`config.mk`:
```
export PLATFORM = sky130hd
export DESIGN_NAME = gate_bank
export DESIGN_NICKNAME = d
export VERILOG_FILES = /design/src/rtl/gate_pkg.sv /design/src/rtl/gate_channel.sv /design/src/rtl/gate_bank.sv
export SDC_FILE = /design/constraint.sdc
export NUM_CORES = 1
export LEC_CHECK = 0
export CAP_MARGIN = 30
export CORE_UTILIZATION = 30
export DETAILED_ROUTE_END_ITERATION = 7
export HOLD_SLACK_MARGIN = 0.15
export PLACE_DENSITY = 0.51
export SYNTH_ARGS = -nofsm -noshare
export SYNTH_HDL_FRONTEND = slang
export SYNTH_SLANG_ARGS = --single-unit
```
`constraint.sdc`:
```
create_clock -name clk -period 2.55 [get_ports clk]
set_clock_uncertainty 0.2 [all_clocks]
set_input_delay 0.51 -clock clk [delete_from_list [all_inputs] [get_ports clk]]
set_output_delay 0.51 -clock clk [all_outputs]
set_load 0.05 [all_outputs]
```
`src/rtl/gate_pkg.sv`:
```
// Shared types and helpers for the gate bank and its per-gate channels.
package gate_pkg;
  typedef enum logic [1:0] {
    CLOSED  = 2'd0,
    OPENING = 2'd1,
    OPEN    = 2'd2,
    CLOSING = 2'd3
  } gate_state_t;

  // Counter width for a range of n distinct values, never narrower than 1 bit.
  function automatic int cnt_w(input int n);
    return (n > 1) ? $clog2(n) : 1;
  endfunction
endpackage

```
`src/rtl/gate_channel.sv`:
```
// One gate: open/close travel model with hold-open timer and safety reversal.
module gate_channel
  import gate_pkg::*;
#(
  parameter int MOVE_CYCLES = 8,
  parameter int HOLD_CYCLES = 16
) (
  input  logic clk,
  input  logic rst,
  input  logic spot_filled,
  input  logic open_gate,
  input  logic near_gate,
  input  logic start_allow,
  output logic gate_open,
  output logic gate_moving,
  output logic gate_closed,
  output logic gate_reversed
);
  localparam int PW = cnt_w(MOVE_CYCLES + 1);
  localparam int HW = cnt_w(HOLD_CYCLES);
  localparam logic [PW-1:0] POS_LAST = PW'(MOVE_CYCLES - 1);
  localparam logic [PW-1:0] POS_ONE  = PW'(1);
  localparam logic [HW-1:0] HOLD_TOP = HW'(HOLD_CYCLES - 1);

  gate_state_t   state;
  logic [PW-1:0] pos;
  logic [HW-1:0] hold;
  logic          rev;
  logic          req;

  assign req = spot_filled & open_gate;

  always_ff @(posedge clk) begin
    if (rst) begin
      state <= CLOSED;
      pos   <= '0;
      hold  <= '0;
      rev   <= 1'b0;
    end else begin
      rev <= 1'b0;
      case (state)
        CLOSED: if (req && start_allow) state <= OPENING;
        OPENING: begin
          pos <= pos + 1'b1;
          if (pos == POS_LAST) state <= OPEN;
        end
        OPEN: begin
          if (spot_filled || near_gate) hold <= '0;
          else if (hold == HOLD_TOP) begin
            state <= CLOSING;
            hold  <= '0;
          end else hold <= hold + 1'b1;
        end
        CLOSING: begin
          // Reversals keep pos so the gate only re-travels the distance it closed.
          if (near_gate) begin
            state <= OPENING;
            rev   <= 1'b1;
          end else if (req) state <= OPENING;
          else begin
            pos <= pos - 1'b1;
            if (pos == POS_ONE) state <= CLOSED;
          end
        end
        default: state <= CLOSED;
      endcase
    end
  end

  assign gate_open     = (state == OPEN);
  assign gate_moving   = (state == OPENING) || (state == CLOSING);
  assign gate_closed   = (state == CLOSED);
  assign gate_reversed = rev;
endmodule

```
`src/rtl/gate_bank.sv`:
```
// Bank of NUM_GATES independent gate channels.
// Optional GATE_BANK_INTERLOCK_EN: only one gate may leave CLOSED, lowest index wins.
module gate_bank
  import gate_pkg::*;
#(
  parameter int NUM_GATES   = 4,
  parameter int MOVE_CYCLES = 8,
  parameter int HOLD_CYCLES = 16
) (
  input  logic                 clk,
  input  logic                 rst,
  input  logic [NUM_GATES-1:0] spot_filled,
  input  logic [NUM_GATES-1:0] open_gate,
  input  logic [NUM_GATES-1:0] near_gate,
  output logic [NUM_GATES-1:0] gate_open,
  output logic [NUM_GATES-1:0] gate_moving,
  output logic [NUM_GATES-1:0] gate_closed,
  output logic [NUM_GATES-1:0] gate_reversed
);
  logic [NUM_GATES-1:0] start_allow;

`ifdef GATE_BANK_INTERLOCK_EN
  logic [NUM_GATES-1:0] start_req;
  logic [NUM_GATES-1:0] first_req;

  // Lowest set bit of the closed-gate requests; granted only when the whole bank is closed.
  assign start_req   = spot_filled & open_gate & gate_closed;
  assign first_req   = start_req & (~start_req + 1'b1);
  assign start_allow = {NUM_GATES{&gate_closed}} & first_req;
`else
  assign start_allow = '1;
`endif

  for (genvar g = 0; g < NUM_GATES; g++) begin : g_ch
    gate_channel #(
      .MOVE_CYCLES(MOVE_CYCLES),
      .HOLD_CYCLES(HOLD_CYCLES)
    ) u_ch (
      .clk          (clk),
      .rst          (rst),
      .spot_filled  (spot_filled[g]),
      .open_gate    (open_gate[g]),
      .near_gate    (near_gate[g]),
      .start_allow  (start_allow[g]),
      .gate_open    (gate_open[g]),
      .gate_moving  (gate_moving[g]),
      .gate_closed  (gate_closed[g]),
      .gate_reversed(gate_reversed[g])
    );
  end
endmodule

```
==> metrics, run 1 <==
per-cell routed wire length=11.63 um; Area Overhead vs Synth=11.65%; worst IR drop on VDD=0.2980 mV; global route total overflow=0; final clock period utilization by the worst path=88.42%; overall power after layout=~3.4 mW; number of vias per cell=roughly 4.8; number of standard-cell rows in the floorplan=36; DRT antenna net count=0; violations in the final reports=design-rule violations; area after detailed placement=0.003254 mm^2; total negative setup slack=0 ns; total of flip-flops plus latches after synthesis=between 40 and 50; total via count after detailed routing=~2,300; wire length of the first global-routing pass=approximately 9300 um; kind of launch point of the worst setup path=flip-flop; RSZ-0062 raised after global routing=false; Final Hold Viols=0; final std cell area, no fill=about 0.0033 mm^2; synthesis warning total=0; final critical-path required period=approximately 2.3 ns; fraction of power spent switching nets=46.75%; placed cells=459; final routed DRC violation total=1; sum of net half-perimeters after detailed placement=just under 4000 um; CTS tree=done; clock edge transition at the registers on the reported setup and hold paths=around 0.080 ns; antenna diode instance count=0; switching power=between 1.5 and 2 mW; vias in the first global route=around 2,100; vertical die dimension=between 100 and 150 um; worst hold slack across all endpoints=about 0.28 ns; portion of total power attributed to sequential cells=roughly 28%; Power per Cell Area=1022 mW/mm^2; GRT Total Usage=10.95%; non-filler cells in the finished layout=between 400 and 500; Final Setup Violations=0; max-slew violation total from the final report=0; Multi-input gate area=roughly 0.0019 mm^2; Post-Synthesis Mean Instance Area=between 9 and 10 um^2; CTS root buf=sky130_fd_sc_hd__clkbuf_8; Crit Path Category=flip-flop to output pin; Worst-Margin Slew=0.5016 ns; most common library cell in the layout ignoring fill and taps=sky130_fd_sc_hd__dfxtp_1; Post-CTS Hold Buffers=0; Synth Net Count=around 380; count of unique library cells instantiated by Yosys=46; Port Buf Inserts=29; terminus of the critical flop-to-flop path=g_ch[3].u_ch.state[0]; Reg-to-Reg Start=g_ch[3].u_ch.state[0]; Initial DRC Count=64; design internal power=between 1.5 and 2 mW; number of max-cap violations=0; worst max-slew margin expressed relative to the limit=66.03%; worst-skew pair later-pin latency=0.29 ns; maximum number of pins on one net before global-route repair=45; # fillers=roughly 1,100; overall die width=roughly 100 um; reg-to-reg setup timing slack=~0.65 ns; category of the worst setup path capture point=output pin; hold path depth=2; final setup slack of the worst path=between 0.2 and 0.3 ns; post-synthesis cell count=roughly 330; commonest cells after routing, fill and taps aside=sky130_fd_sc_hd__dfxtp_1 (44), sky130_fd_sc_hd__ha_1 (36), sky130_fd_sc_hd__nor2_1 (22); Util after Layout=about a third; Setup WS pre-CTS=approximately 0.30 ns; Worst Hold Endpoint=g_ch[2].u_ch.hold[2]; sinks on the clock net=44; Crit path arrival time=around 1.5 ns; CTS Buf Count=5; fraction of the yosys area taken by sequential cells=29.39%; Pre-antenna DRT Iters=6; Max Fclk=0.4435 GHz; status=finished with violations; number of enable flip-flop cells after synthesis=0; total leakage power=1.272 nW; H-Tree Level Count=2; clock network fraction of total power=approximately 14%; Max Buffers Root-to-Sink=2; Crit path required time=about 1.8 ns; mapped cell area=between 0.002 and 0.003 mm^2; Storage cell area=roughly 880 um^2; core footprint=around 0.01 mm^2; total die area=around 0.010 mm^2; biggest fanout along the worst timing path=5; Ports=30; most instantiated flip-flop cell in the synthesis netlist=sky130_fd_sc_hd__dfxtp_1; worst min-delay path category=flip-flop to flip-flop; Async SR Flop Fraction=0%; final estimated routing congestion in global placement=roughly 0.75; Initial Util=between 30% and 40%; post-detailed-routing wire length=around 5400 um; number of antenna violations at the first check in global routing=0; count of cells along the worst register-to-register path=5; net total in the final layout=~380; share of cells above drive strength 1=between 15 and 20%; start point of the worst min-delay path=g_ch[2].u_ch.hold[2]; Comb power frac=58.9%
## power by group through the flow
stage | registers [mW] | clock network (mW) | logic, mW
2_1_floorplan | 0.932 | 0 | 1.75
3_3_place_gp | 0.961 | 0 | 2.03
3_5_place_dp | 0.963 | 0 | 2.04
4_1_cts | 0.946 | 0.495 | 2.04
5_1_grt | 0.969 | 0.514 | 2.23
6_report | 0.944 | 0.461 | 2.01
## per-layer routing
metal	global-route usage, %	vias up	part of all wire (%)
met5	0	-	0
met4	2.967	0	0.68
met3	1.847	2	1.6
met2	19.75	17	48
met1	13.41	1054	50
li1	-	1178	-
## timing repair
item	CTS	global route
resized for setup	1	0
hold endpoints to repair	0	0
buffers inserted	0	0
endpoints found under the setup margin	1	0
## synth_stat cells, types with 5 or more instances
cell,number,area share [%]
sky130_fd_sc_hd__dfxtp_1,44,29
sky130_fd_sc_hd__nand3_1,12,2.0
sky130_fd_sc_hd__nor3_1,12,2.0
sky130_fd_sc_hd__nor2_1,22,2.8
sky130_fd_sc_hd__clkbuf_1,7,0.88
sky130_fd_sc_hd__ha_1,36,15
sky130_fd_sc_hd__inv_1,20,2.5
sky130_fd_sc_hd__a21oi_1,16,2.7
sky130_fd_sc_hd__buf_4,20,5.0
sky130_fd_sc_hd__and3_1,8,1.7
sky130_fd_sc_hd__nor2b_1,5,1.0
sky130_fd_sc_hd__a31oi_1,8,1.7
sky130_fd_sc_hd__nand2_1,8,1.0
## how the worst max path moves through the flow
stage                          start               endpoint  cells after the start
2_1_floorplan  g_ch[3].u_ch.state[0]         gate_moving[3]                      4
3_3_place_gp            near_gate[0]  g_ch[0].u_ch.state[0]                      5
3_5_place_dp            near_gate[0]    g_ch[0].u_ch.pos[2]                      5
4_1_cts        g_ch[1].u_ch.state[0]         gate_closed[1]                      3
5_1_grt        g_ch[1].u_ch.state[0]         gate_closed[1]                      3
6_report       g_ch[1].u_ch.state[0]         gate_closed[1]                      3
## registers in the layout (all words and copies together) (netlist names)
signal,cells
g_ch.u_ch.hold,16
g_ch.u_ch.gate_reversed,4
g_ch.u_ch.pos,16
g_ch.u_ch.state,8
## cell type report
| class | count | share of cell area (%) |
|---|---|---|
| Clock buffer | 6 | 2.468 |
| Clock inverter | 2 | 0.2992 |
| Inverter | 20 | 2.244 |
| Multi-Input combinational cell | 232 | 55.42 |
| Sequential cell | 44 | 26.33 |
| Tap cell | 133 | 4.974 |
| Timing Repair Buffer | 30 | 8.265 |
## worst max-delay path: stages, from the launching register on
cell and delay (ns):
sky130_fd_sc_hd__dfxtp_1 0.34, sky130_fd_sc_hd__inv_1 0.15, sky130_fd_sc_hd__ha_1 0.22, sky130_fd_sc_hd__dlygate4sd2_1 0.54
## cells by family (layout without fill, tap and decap cells)
logic type               Yosys count  count (layout)  synth area share [%]
AO/OA/AOI/OAI                     80              80                 22.05
XOR/XNOR                           8               8                 2.338
adder cells (fa/ha/maj)           36              36                 15.03
buffers and inverters             49              58                 8.726
flip-flops                        44              44                 29.39
multiplexers                      12              12                 4.969
AND/OR/NAND/NOR                   96              96                 17.49
(Power assumes the default switching activity.)
==> inputs of run 2 (changes only) <==
ABC_CLOCK_PERIOD_IN_PS = 1900   (was unset)
CORE_ASPECT_RATIO = 0.8   (was unset)
PLACE_DENSITY = 0.53   (was 0.51)
clock period = 1.9 ns   (was 2.55 ns; I/O delays follow)
==> metrics, run 2 (synthesis results as in run 1) <==
Final Setup Violations=0 (unchanged); CTS tree=done; clock edge transition at the registers on the reported setup and hold paths=0.06 ns (-0.02 ns); hold path depth=2 (unchanged); Initial DRC Count=75 (+17%); sum of net half-perimeters after detailed placement=4072 um (+5.6%); maximum number of pins on one net before global-route repair=45 (unchanged); Max Fclk=~0.53 GHz; final clock period utilization by the worst path=98.75%; worst IR drop on VDD=0.5167 mV (+73%); sinks on the clock net=44 (unchanged); commonest cells after routing, fill and taps aside=sky130_fd_sc_hd__dfxtp_1 (36), sky130_fd_sc_hd__buf_4 (30), sky130_fd_sc_hd__ha_1 (25); Port Buf Inserts=29 (unchanged); worst-skew pair later-pin latency=0.28 ns (about the same); Pre-antenna DRT Iters=4 (-2); total die area=0.01039 mm^2 (about the same); vias in the first global route=2,220 (+3.3%); Crit path required time=1.32 ns (-0.52 ns); per-cell routed wire length=11.70 um (+0.61%); Final Hold Viols=0 (unchanged); CTS Buf Count=5 (unchanged); wire length of the first global-routing pass=9860 um (+6.3%); number of antenna violations at the first check in global routing=0 (unchanged); Post-CTS Hold Buffers=0 (unchanged); number of max-cap violations=0 (unchanged); final estimated routing congestion in global placement=0.7896 (+5.0%); category of the worst setup path capture point=output pin; number of standard-cell rows in the floorplan=32 (-11%); biggest fanout along the worst timing path=4 (-1); worst max-slew margin expressed relative to the limit=72.10% (+6.1 points); Crit path arrival time=1.30 ns (-0.24 ns); net total in the final layout=410 (+7.0%); total negative setup slack=0 ns (unchanged); Max Buffers Root-to-Sink=2 (unchanged); antenna diode instance count=0 (unchanged); core footprint=0.009689 mm^2 (-0.41%); RSZ-0062 raised after global routing=true; post-detailed-routing wire length=5817 um (+7.1%); CTS root buf=sky130_fd_sc_hd__clkbuf_16; overall die width=113.7 um (+12%); biggest regs=g_ch.u_ch.hold x16, g_ch.u_ch.pos x16, g_ch.u_ch.state x8; status=complete, no violations; total via count after detailed routing=2,400 (+6.6%); most common library cell in the layout ignoring fill and taps=sky130_fd_sc_hd__dfxtp_1; worst hold slack across all endpoints=0.2800 ns (-0.003016 ns); vertical die dimension=91.39 um (-10%); Initial Util=30.93% (+0.13 points); GRT Total Usage=11.59% (+0.65 points); number of vias per cell=4.829 (+0.18%); count of cells along the worst register-to-register path=5 (unchanged); share of cells above drive strength 1=31.86% (+16 points); Area Overhead vs Synth=31.32%; max-slew violation total from the final report=0 (unchanged); global route total overflow=0 (unchanged); DRT antenna net count=0 (unchanged); kind of launch point of the worst setup path=flip-flop; final routed DRC violation total=0 (-1); total leakage power=1.482 nW (+17%); worst min-delay path category=flip-flop to flip-flop; final critical-path required period=between 1.5 and 2 ns; Ports=30 (unchanged); Worst-Margin Slew=0.4104 ns (-0.09124 ns); Power per Cell Area=1478 mW/mm^2 (+45%); H-Tree Level Count=2 (unchanged); Crit Path Category=flip-flop to output pin
[run 2: per-layer routing]
layer | global-route usage [%] | vias up | wire [um]
met5 | 0 | - | 0
met4 | 3.509 | 0 | 60
met3 | 3.071 | 8 | 197
met2 | 19.11 | 30 | 2623
met1 | 14.69 | 1123 | 2936
li1 | - | 1239 | -
[run 2: worst max-delay path: stages, from the launching register on]
cell and delay (ns):
sky130_fd_sc_hd__dfxtp_4 0.37, sky130_fd_sc_hd__inv_2 0.06, sky130_fd_sc_hd__ha_2 0.19, sky130_fd_sc_hd__or2_4 0.24, sky130_fd_sc_hd__buf_12 0.15
[run 2: repair_timing]
action	CTS	global route
endpoints found under the hold margin	0	0
resized for setup	40	18
setup buffers	2	0
cloned	0	0
pin swaps	0	1
setup endpoints to repair	9	15
[run 2: worst paths after layout]
check             slack, ns                    end                   from
setup / recovery       0.02         gate_moving[0]  g_ch[0].u_ch.state[1]
hold / removal         0.28   g_ch[3].u_ch.hold[2]   g_ch[3].u_ch.hold[2]
setup reg to reg       0.09  g_ch[3].u_ch.state[0]  g_ch[3].u_ch.state[0]
hold reg to reg        0.28   g_ch[3].u_ch.hold[2]   g_ch[3].u_ch.hold[2]
[run 2: metrics by stage]
stage / power, mW / instances / worst slack (ns) / utilization, % / area, um^2
after floorplan: 3.606 / 325 / 0.1403 / - / 2997
after detailed placement: 4.642 / 487 / -0.1766 / 37.04 / 3588
after CTS: 5.780 / 497 / 0.01292 / 39.91 / 3867
after global placement: 4.600 / 487 / -0.1366 / 37.04 / 3588
final: 5.816 / 497 / 0.02370 / 40.61 / 3935
after global routing: 6.216 / 497 / -0.01612 / 40.61 / 3935
[run 2: layout make-up]
cell class,instances,area [um^2]
multi-input cells,232,2001
clock buffers,8,146.4
repair buffers,57,626.9
fillers,973,5754
flip-flops and latches,44,910.9
well taps,136,170.2
inverters,20,80.08
[run 2: where the power goes]
part           switching (mW)  total (mW)  internal, mW
logic                    1.84        3.55          1.70
registers               0.244        1.39          1.15
clock network           0.350       0.874         0.525
==> inputs of run 3 (changes only) <==
CTS_CLUSTER_DIAMETER = 60   (was unset)
GPL_ROUTABILITY_DRIVEN = 0   (was unset)
==> results of run 3 <==
Final layout, timing and power as in run 2 (identical DEF).
